**src/rtl/chan_mux_pkg.sv**
```systemverilog
// Shared constants and helpers for the chan_mux_rr channel selector.
package chan_mux_pkg;

  localparam logic MODE_MANUAL = 1'b0;
  localparam logic MODE_RR     = 1'b1;

  // Index width for n channels; never narrower than one bit.
  function automatic int clog2_min1(input int n);
    return (n <= 2) ? 1 : $clog2(n);
  endfunction

endpackage

```
**src/rtl/chan_mux_rr_arbiter.sv**
```systemverilog
// Rotating-priority arbiter: purely combinational. The pointer that sets the
// highest-priority channel is kept by the caller.
module rr_arbiter
  import chan_mux_pkg::*;
#(
  parameter  int N_CH  = 4,
  localparam int SEL_W = clog2_min1(N_CH)
) (
  input  logic [N_CH-1:0]  req,
  input  logic [SEL_W-1:0] ptr,
  input  logic             en,
  output logic             gnt_vld,
  output logic [SEL_W-1:0] gnt_idx
);

  logic [SEL_W:0] cand;

  // Scan ptr, ptr+1, ... wrapping modulo N_CH; first requester wins.
  always_comb begin
    gnt_vld = 1'b0;
    gnt_idx = '0;
    cand    = '0;
    for (int i = 0; i < N_CH; i++) begin
      cand = {1'b0, ptr} + (SEL_W+1)'(i);
      if (cand >= (SEL_W+1)'(N_CH)) cand = cand - (SEL_W+1)'(N_CH);
      if (en && !gnt_vld && req[cand[SEL_W-1:0]]) begin
        gnt_vld = 1'b1;
        gnt_idx = cand[SEL_W-1:0];
      end
    end
  end

endmodule

```
**src/rtl/chan_mux_rr.sv**
```systemverilog
// N-channel data selector with a registered output slot and valid/ready on
// both sides. MANUAL mode follows sel; RR mode arbitrates round-robin.
// Optional build macro CHAN_MUX_SEL_ERR_EN: flags an out-of-range sel in
// MANUAL mode with a sticky err bit. Without it err is tied low.
module chan_mux_rr
  import chan_mux_pkg::*;
#(
  parameter  int N_CH  = 4,
  parameter  int WIDTH = 8,
  localparam int SEL_W = clog2_min1(N_CH)
) (
  input  logic                  clk,
  input  logic                  rst_n,
  input  logic                  mode,
  input  logic [SEL_W-1:0]      sel,
  input  logic [N_CH-1:0]       in_valid,
  input  logic [N_CH*WIDTH-1:0] in_data,
  output logic [N_CH-1:0]       in_ready,
  output logic                  out_valid,
  output logic [WIDTH-1:0]      out_data,
  output logic [SEL_W-1:0]      out_ch,
  input  logic                  out_ready,
  output logic                  err
);

  localparam int SEL_SPAN = 1 << SEL_W;

  logic                vld_p1;
  logic [WIDTH-1:0]    data_p1;
  logic [SEL_W-1:0]    ch_p1;
  logic [SEL_W-1:0]    ptr;
  logic                live;

  logic                free;
  logic                is_rr;
  logic                sel_ok;
  logic [SEL_SPAN-1:0] valid_ext;
  logic                man_vld;
  logic                rr_vld;
  logic [SEL_W-1:0]    rr_idx;
  logic                grant;
  logic [SEL_W-1:0]    g_idx;
  logic [WIDTH-1:0]    g_data;
  logic [SEL_W-1:0]    ptr_nxt;

  // live keeps in_ready low while reset is asserted and for the release cycle.
  assign free      = ~vld_p1 | out_ready;
  assign is_rr     = (mode == MODE_RR);
  assign sel_ok    = ({1'b0, sel} < (SEL_W+1)'(N_CH));
  assign valid_ext = SEL_SPAN'(in_valid);
  assign man_vld   = sel_ok & valid_ext[sel];

  rr_arbiter #(.N_CH(N_CH)) u_arb (
    .req     (in_valid),
    .ptr     (ptr),
    .en      (free & is_rr),
    .gnt_vld (rr_vld),
    .gnt_idx (rr_idx)
  );

  // Grant selection between the two modes, handshake and data mux.
  always_comb begin
    grant  = live & free & (is_rr ? rr_vld : man_vld);
    g_idx  = is_rr ? rr_idx : sel;
    in_ready = '0;
    if (grant) in_ready[g_idx] = 1'b1;
    g_data = '0;
    for (int k = 0; k < N_CH; k++) begin
      if (g_idx == SEL_W'(k)) g_data = in_data[k*WIDTH +: WIDTH];
    end
    ptr_nxt = (g_idx == SEL_W'(N_CH-1)) ? '0 : g_idx + 1'b1;
  end

  // p0 -> p1: output slot loads on grant, empties when drained with no grant.
  always_ff @(posedge clk or negedge rst_n) begin
    if (!rst_n) begin
      live    <= 1'b0;
      vld_p1  <= 1'b0;
      data_p1 <= '0;
      ch_p1   <= '0;
      ptr     <= '0;
    end else begin
      live <= 1'b1;
      if (free) begin
        vld_p1 <= grant;
        if (grant) begin
          data_p1 <= g_data;
          ch_p1   <= g_idx;
        end
      end
      if (grant && is_rr) ptr <= ptr_nxt;
    end
  end

`ifdef CHAN_MUX_SEL_ERR_EN
  logic err_q;

  // Sticky flag: an arbitration attempt in MANUAL mode with sel past the last channel.
  always_ff @(posedge clk or negedge rst_n) begin
    if (!rst_n) begin
      err_q <= 1'b0;
    end else if (live && free && !is_rr && !sel_ok) begin
      err_q <= 1'b1;
    end
  end

  assign err = err_q;
`else
  assign err = 1'b0;
`endif

  assign out_valid = vld_p1;
  assign out_data  = data_p1;
  assign out_ch    = ch_p1;

endmodule

```
**config.mk**
```make
export PLATFORM = sky130hd
export DESIGN_NAME = chan_mux_rr
export DESIGN_NICKNAME = d
export VERILOG_FILES = /design/src/rtl/chan_mux_pkg.sv /design/src/rtl/chan_mux_rr_arbiter.sv /design/src/rtl/chan_mux_rr.sv
export SDC_FILE = /design/constraint.sdc
export NUM_CORES = 1
export LEC_CHECK = 0
export ABC_CLOCK_PERIOD_IN_PS = 2800
export CORE_ASPECT_RATIO = 1.2
export CORE_MARGIN = 2
export CORE_UTILIZATION = 35
export DETAILED_ROUTE_END_ITERATION = 6
export GPL_ROUTABILITY_DRIVEN = 0
export PLACE_DENSITY = 0.74
export SKIP_LAST_GASP = 1
export SYNTH_ARGS = -nofsm -noshare
export SYNTH_HDL_FRONTEND = slang
export SYNTH_SLANG_ARGS = --single-unit
export TNS_END_PERCENT = 30
```
**constraint.sdc**
```tcl
create_clock -name clk -period 2.8 [get_ports clk]
set_clock_uncertainty 0.15 [all_clocks]
set_input_delay 0.56 -clock clk [delete_from_list [all_inputs] [get_ports clk]]
set_output_delay 0.56 -clock clk [all_outputs]
set_load 0.1 [all_outputs]
```
* Yosys cells after proc, flatten, opt, wreduce, memory -nomap -nowiden
Cells that the tools add are included.
** Operators by class
- Muxes and demuxes :: 32
- Shift-type cells :: 0
- Reductions and logical operators :: 14
- Multiply operators :: 0
- Bitwise operators :: 5
- $lt $le $gt $ge :: 11
- Equality and inequality tests :: 3
- Add/subtract/negate cells :: 8
- Divide/modulo/power cells :: 0
** Operators with widths (number)
- $mux 8 :: 4
- $mux 2 :: 10
- $lt 2x3->1 const B :: 6
- $mux 1 :: 11
- $bmux 1 s2 :: 5
- $ge 3x3->1 const B :: 3
- $logic_and 1x1->1 :: 9
- $sub 2x1->2 const B :: 4
- $add 2x2->3 const B :: 2
- $eq 2x2->1 const B :: 2
- $mux 4 :: 1
- $add 2x1->3 const B :: 1
- $and 1x1->1 :: 3
- $ge 2x3->1 const B :: 1
- $logic_not 1->1 :: 3
- $add 2x1->2 const B :: 1
- $demux 1 s2 :: 1
- $eq 2x1->1 const B :: 1
- $ge 2x1->1 const B :: 1
- $logic_not 2->1 :: 1
- $reduce_and 2->1 :: 1
- $not 1->1 :: 1
- $or 1x1->1 :: 1
** Storage, ports and cells
- Bits of input ports :: 42
- Memory bits (writable) :: 0
- Memory bits (read-only) :: 0
- Bits in registers :: 14
- Word-level logic and storage cells :: 78
- Memories :: 0
- Bits in latches :: 0
- Output and inout bits :: 16

* Depth between registers and ports, before layout
- Depth in word-level cells :: 24
- Gate-level depth with buffers :: 12
- Mapped depth without buffers :: 11

* Cells and area by module
From an unflattened synthesis, not the netlist that was laid out.
** Second synthesis, totals
- Cell total of the unflattened synthesis :: 132
- Area total of the unflattened synthesis :: 1232.4 µm²
** Modules (own cells, without submodules)
- chan_mux_rr :: times used 1, cells each 95, area each 954.7 µm², sequential area each 350.3 µm²
- rr_arbiter :: times used 1, cells each 37, area each 277.8 µm², sequential area each 0.0 µm²

* Worst setup path after synthesis
Ideal clock, no wire load.
- Path kind :: register to output
- Start point :: reg vld_p1, in the netlist out_valid
- End point :: out in_ready[3]
- Buffers on the path :: 2
- Path slack :: -792 ps
- Arrival time :: 2882 ps
- Cell stages (with the launch flop) :: 8
- Cell sequence :: dfrtp_1 > nand2b_1 > nand2_1 > o32ai_2 > ha_1 > clkbuf_1 > clkbuf_1 > and2_1
** On the way
- Longest elaborated chain between the ends :: 23
- Elaborated cells on any way between the ends :: 31
- Classes of those cells :: 2 x order compare; 13 x mux; 5 x bitwise; 11 x reduce/logical
** Ends and longest elaborated chain
- start, declared :: RTL line chan_mux_rr.sv:28 : logic vld_p1;
- start signal, assigned :: RTL line chan_mux_rr.sv:85 : vld_p1 <= grant;
- $not 1->1 (*) :: RTL line chan_mux_rr.sv:47 : assign free = ~vld_p1 | out_ready;
- $or 1x1->1 (*) :: RTL line chan_mux_rr.sv:47
- $and 1x1->1 (*) :: RTL line chan_mux_rr.sv:56 : .en (free & is_rr),
- $logic_and 1x1->1 :: RTL line chan_mux_rr_arbiter.sv:26 : if (en && !gnt_vld && req[cand[SEL_W-1:0]]) begin
- $mux 1 :: RTL line chan_mux_rr_arbiter.sv:26
- $logic_not 1->1 :: RTL line chan_mux_rr_arbiter.sv:26
- $logic_and 1x1->1 (2 in series) :: RTL line chan_mux_rr_arbiter.sv:26
- $mux 1 :: RTL line chan_mux_rr_arbiter.sv:26
- [... 7 more ...]
- $mux 2 (*) :: RTL line chan_mux_rr_arbiter.sv:26
- $mux 2 (*) :: RTL line chan_mux_rr.sv:64 : g_idx = is_rr ? rr_idx : sel;
- named net g_idx[0] :: RTL line chan_mux_rr.sv:42 : logic [SEL_W-1:0] g_idx;
- $lt 2x3->1 (not written as such) or $ge 2x1->1 (tied branches) :: RTL line chan_mux_rr.sv:66 : if (grant) in_ready[g_idx] = 1'b1;
- $logic_and 1x1->1 (not written as such) :: RTL line chan_mux_rr.sv:66
- $mux 1 (not written as such) :: RTL line chan_mux_rr.sv:66
- $demux 1 s2 (*) :: RTL line chan_mux_rr.sv:66
- $mux 4 (*) :: RTL line chan_mux_rr.sv:66
- end, declared :: RTL line chan_mux_rr.sv:18 : output logic [N_CH-1:0] in_ready,
The timed path passes the listed nets; every way through them passes the cells marked *.

* Final worst setup path
- Start point :: reg ptr[1]
- End point :: out in_ready[3]
** On the way
- Longest elaborated chain between the ends :: 24
- Elaborated cells on any way between the ends :: 50
- Classes of those cells :: 7 x add/sub; 6 x order compare; 25 x mux; 1 x bitwise; 11 x reduce/logical
** Ends and longest elaborated chain
- start, declared :: RTL line chan_mux_rr.sv:31 : logic [SEL_W-1:0] ptr;
- start signal, assigned :: RTL line chan_mux_rr.sv:91 : if (grant && is_rr) ptr <= ptr_nxt;
- $ge 2x3->1 or $sub 2x1->2 (tied branches) :: RTL line chan_mux_rr_arbiter.sv:25 : if (cand >= (SEL_W+1)'(N_CH)) cand = cand - (SEL_W+1)'(N_CH);
- $mux 2 :: RTL line chan_mux_rr_arbiter.sv:25
- $bmux 1 s2 :: RTL line chan_mux_rr_arbiter.sv:26
- $mux 1 (not written as such) :: RTL line chan_mux_rr_arbiter.sv:26
- $logic_and 1x1->1 :: RTL line chan_mux_rr_arbiter.sv:26
- $mux 1 :: RTL line chan_mux_rr_arbiter.sv:26
- $logic_not 1->1 :: RTL line chan_mux_rr_arbiter.sv:26
- $logic_and 1x1->1 (2 in series) :: RTL line chan_mux_rr_arbiter.sv:26
- [... 8 more ...]
- $mux 2 (*) :: RTL line chan_mux_rr_arbiter.sv:26
- $mux 2 (*) :: RTL line chan_mux_rr.sv:64
- named net g_idx[0] :: RTL line chan_mux_rr.sv:42
- $lt 2x3->1 (not written as such) or $ge 2x1->1 (tied branches) :: RTL line chan_mux_rr.sv:66
- $logic_and 1x1->1 (not written as such) :: RTL line chan_mux_rr.sv:66
- $mux 1 (not written as such) :: RTL line chan_mux_rr.sv:66
- $demux 1 s2 (*) :: RTL line chan_mux_rr.sv:66
- $mux 4 (*) :: RTL line chan_mux_rr.sv:66
The timed path passes the listed nets; every way through them passes the cells marked *. The select of a mux whose other input is x is not followed.

==> reports/metrics.yaml <==
clocking:
  cts_root_buffer: "clkbuf_4"
  clk_path_buf_depth: 2
  clock_latency_ns: 0.27
  cts_buffers: 3
  htreeDepth: 1
  clk_pin_slew_worst_paths_ns: 0.08
  clock-sinks: 14
  cts_tree: "done"
  postCtsHoldBufs: 0
final_layout:
  drive_gt1_share_pct: 36.79
  final_common_cell: "clkdlybuf4s50_1"
  fillCellCount: 256
  final_area_um2: 1921
  nets: 240
  final_core_util_pct: 64.01
  layout_common_cells: "clkdlybuf4s50_1 (34), buf_4 (25), a21oi_1 (19)"
  area_growth_pct: 77.25
  antenna_cells: 0
sta:
  layout_min_cycle_time_ns: 2.761
  hold_viol: 0
  fin_ws_ns: 0.03937
  drv_slew: 0
  slew_headroom_pct: 58.30
  final-setup-viol-count: 0
  period_share_pct: 98.59
  fmax_mhz: 362.2
  whs_ns: 0.3868
  rsz0062_at_grt: "yes"
  worst_slew_pin_slew_ns: 0.6236
critical_path:
  cp-end-kind: "output port"
  path_buf_inv: 2
  worstPathRequired_ns: 2.09
  arrival_ns: 2.05
  crit_slowest_cell: "dfrtp_2"
  crit_chain: "nand2b_1, a21oi_1, o21a_1, o32ai_4, buf_6, ha_4, and2_4, buf_12"
  crit_family: "compound AO/OA/AOI/OAI gates"
  rr_worst_depth: 12
  critPathMaxStageDelay_ns: 0.44
  setup.worst_path.class: "register to output port"
  cp_num_cells: 8
  worstSetupStartpointType: "register"
  crit_fanout: 6
synth:
  synthArstFlopShare_pct: 100.0
  postSynthCellCount: 124
  netlist_top_cells_area: "dfrtp_1 (32%), a21oi_1 (9.2%), a221oi_1 (5.7%), nor2b_1 (5.2%), ha_1 (4.6%)"
  netlist.area_leader.share_pct: 32.33
  syn_area_um2: 1084
  synth_top_area_cell: "dfrtp_1"
  ys_seq_elements: 14
  seq_area_frac_synth_pct: 32.33
  yosysWarnings: 0
  syn-num-nets: 170
  synth_top_flop_cell: "dfrtp_1"
  ys_types: 34
  synth_edf_count: 0
  synth_area_per_cell_um2: 8.738
global_routing:
  track_usage_pct: 19.46
  grt_pass1_wl_mm: 5.216
  grt_max_degree: 18
  grt_overflow: 0
  antenna_found_initial: 0
  grt_pass1_vias: 1221
power_and_ir_drop:
  p_leak_nw: 0.8014
  power_mw: 1.596
  ir_worst_vdd_mv: 0.9305
  power.density_nw_per_um2: 830.8
status:
  outcome: "finished clean"
drt:
  avgViaCountPerCell: 5.284
  drt-total-wl_mm: 3.515
  vias: 1210
  drt_first_iter_violations: 14
  drc: 0
  first_pass_iters: 4
  routedWlPerCell_um: 15.35
  antenna_left: 0
floorplanning:
  core_um2: 3000
  dieArea_um2: 3559
  die_h_um: 64.95
  ioPinCount: 58
  die_x_um: 54.79
  rows: 22
  initial_core_util_pct: 36.11
placement:
  pre_cts_ws_ns: -0.6058
  placed_area_um2: 1754
  hpwl_mm: 2.659
  numPortBuffers: 56
hold_path:
  hold_path.class: "register to register"
  holdPathStages: 1
job:
  drv_cap: 0
## metal layers
layer  up-vias  share of wire [%]  GRT usage [%]
met5         -                  0              0
met4         0                1.3          4.063
met3         4                8.4          3.456
met2        50                 54          38.54
met1       576                 36          19.62
li1        580                  -              -
## Yosys cell counts (all sizes together) (5+ instances only)
cell type / number
a21oi: 20
dfrtp: 14
nor2: 11
nor2b: 9
a221oi: 7
nor3: 7
buf: 5
nand2: 5
## final cells by class
class / instances / area (um2) / area share, %
Inverter: 4 / 15.01 / 0.7818
Timing Repair Buffer: 74 / 704.4 / 36.68
Sequential cell: 14 / 354.1 / 18.44
Multi-Input combinational cell: 97 / 765.7 / 39.87
Clock buffer: 4 / 36.28 / 1.889
Tap cell: 36 / 45.04 / 2.345
## metrics by stage
| step | std cells | setup TNS, ns |
|---|---|---|
| floorplan | 124 | -0.1228 |
| global placement | 221 | -4.460 |
| detailed placement | 221 | -5.989 |
| CTS | 228 | -0.04265 |
| global route | 229 | -0.3283 |
| finish | 229 | 0 |
## path summary, 6_finish.rpt
path / start / slack, ns / endpoint
max: ptr[1] / 0.04 / in_ready[3]
min: out_ch[0] / 0.39 / out_ch[0]
max reg2reg: ptr[1] / 0.14 / out_data[4]
min reg2reg: out_ch[0] / 0.39 / out_ch[0]
max in group asynchronous: rst_n / 1.54 / out_valid
min in group asynchronous: rst_n / 0.52 / out_data[1]
## sequential cells by signal, indices dropped and copies added (netlist names)
name       flops
out_data       8
live           1
out_ch         2
ptr            2
out_valid      1
## power breakdown
part           switching, mW  internal [mW]
clock                 0.0626         0.0790
sequential            0.0638          0.277
combinational          0.743          0.371
total                  0.869          0.726
## what timing repair did
item	in CTS	in global routing
setup endpoints to repair	11	11
buffers inserted	3	1
pin swaps	4	7
gates resized for setup	35	15
## cell families after synthesis
family / after synthesis / synth area share [%]
flip-flops: 14 / 32.33
AO/OA/AOI/OAI: 37 / 21.83
multiplexers: 6 / 8.891
adder cells (fa/ha/maj): 4 / 4.619
AND/OR/NAND/NOR: 48 / 24.60
other: 2 / 0.6931
buffers and inverters: 13 / 7.043
(Power assumes the default switching activity.)
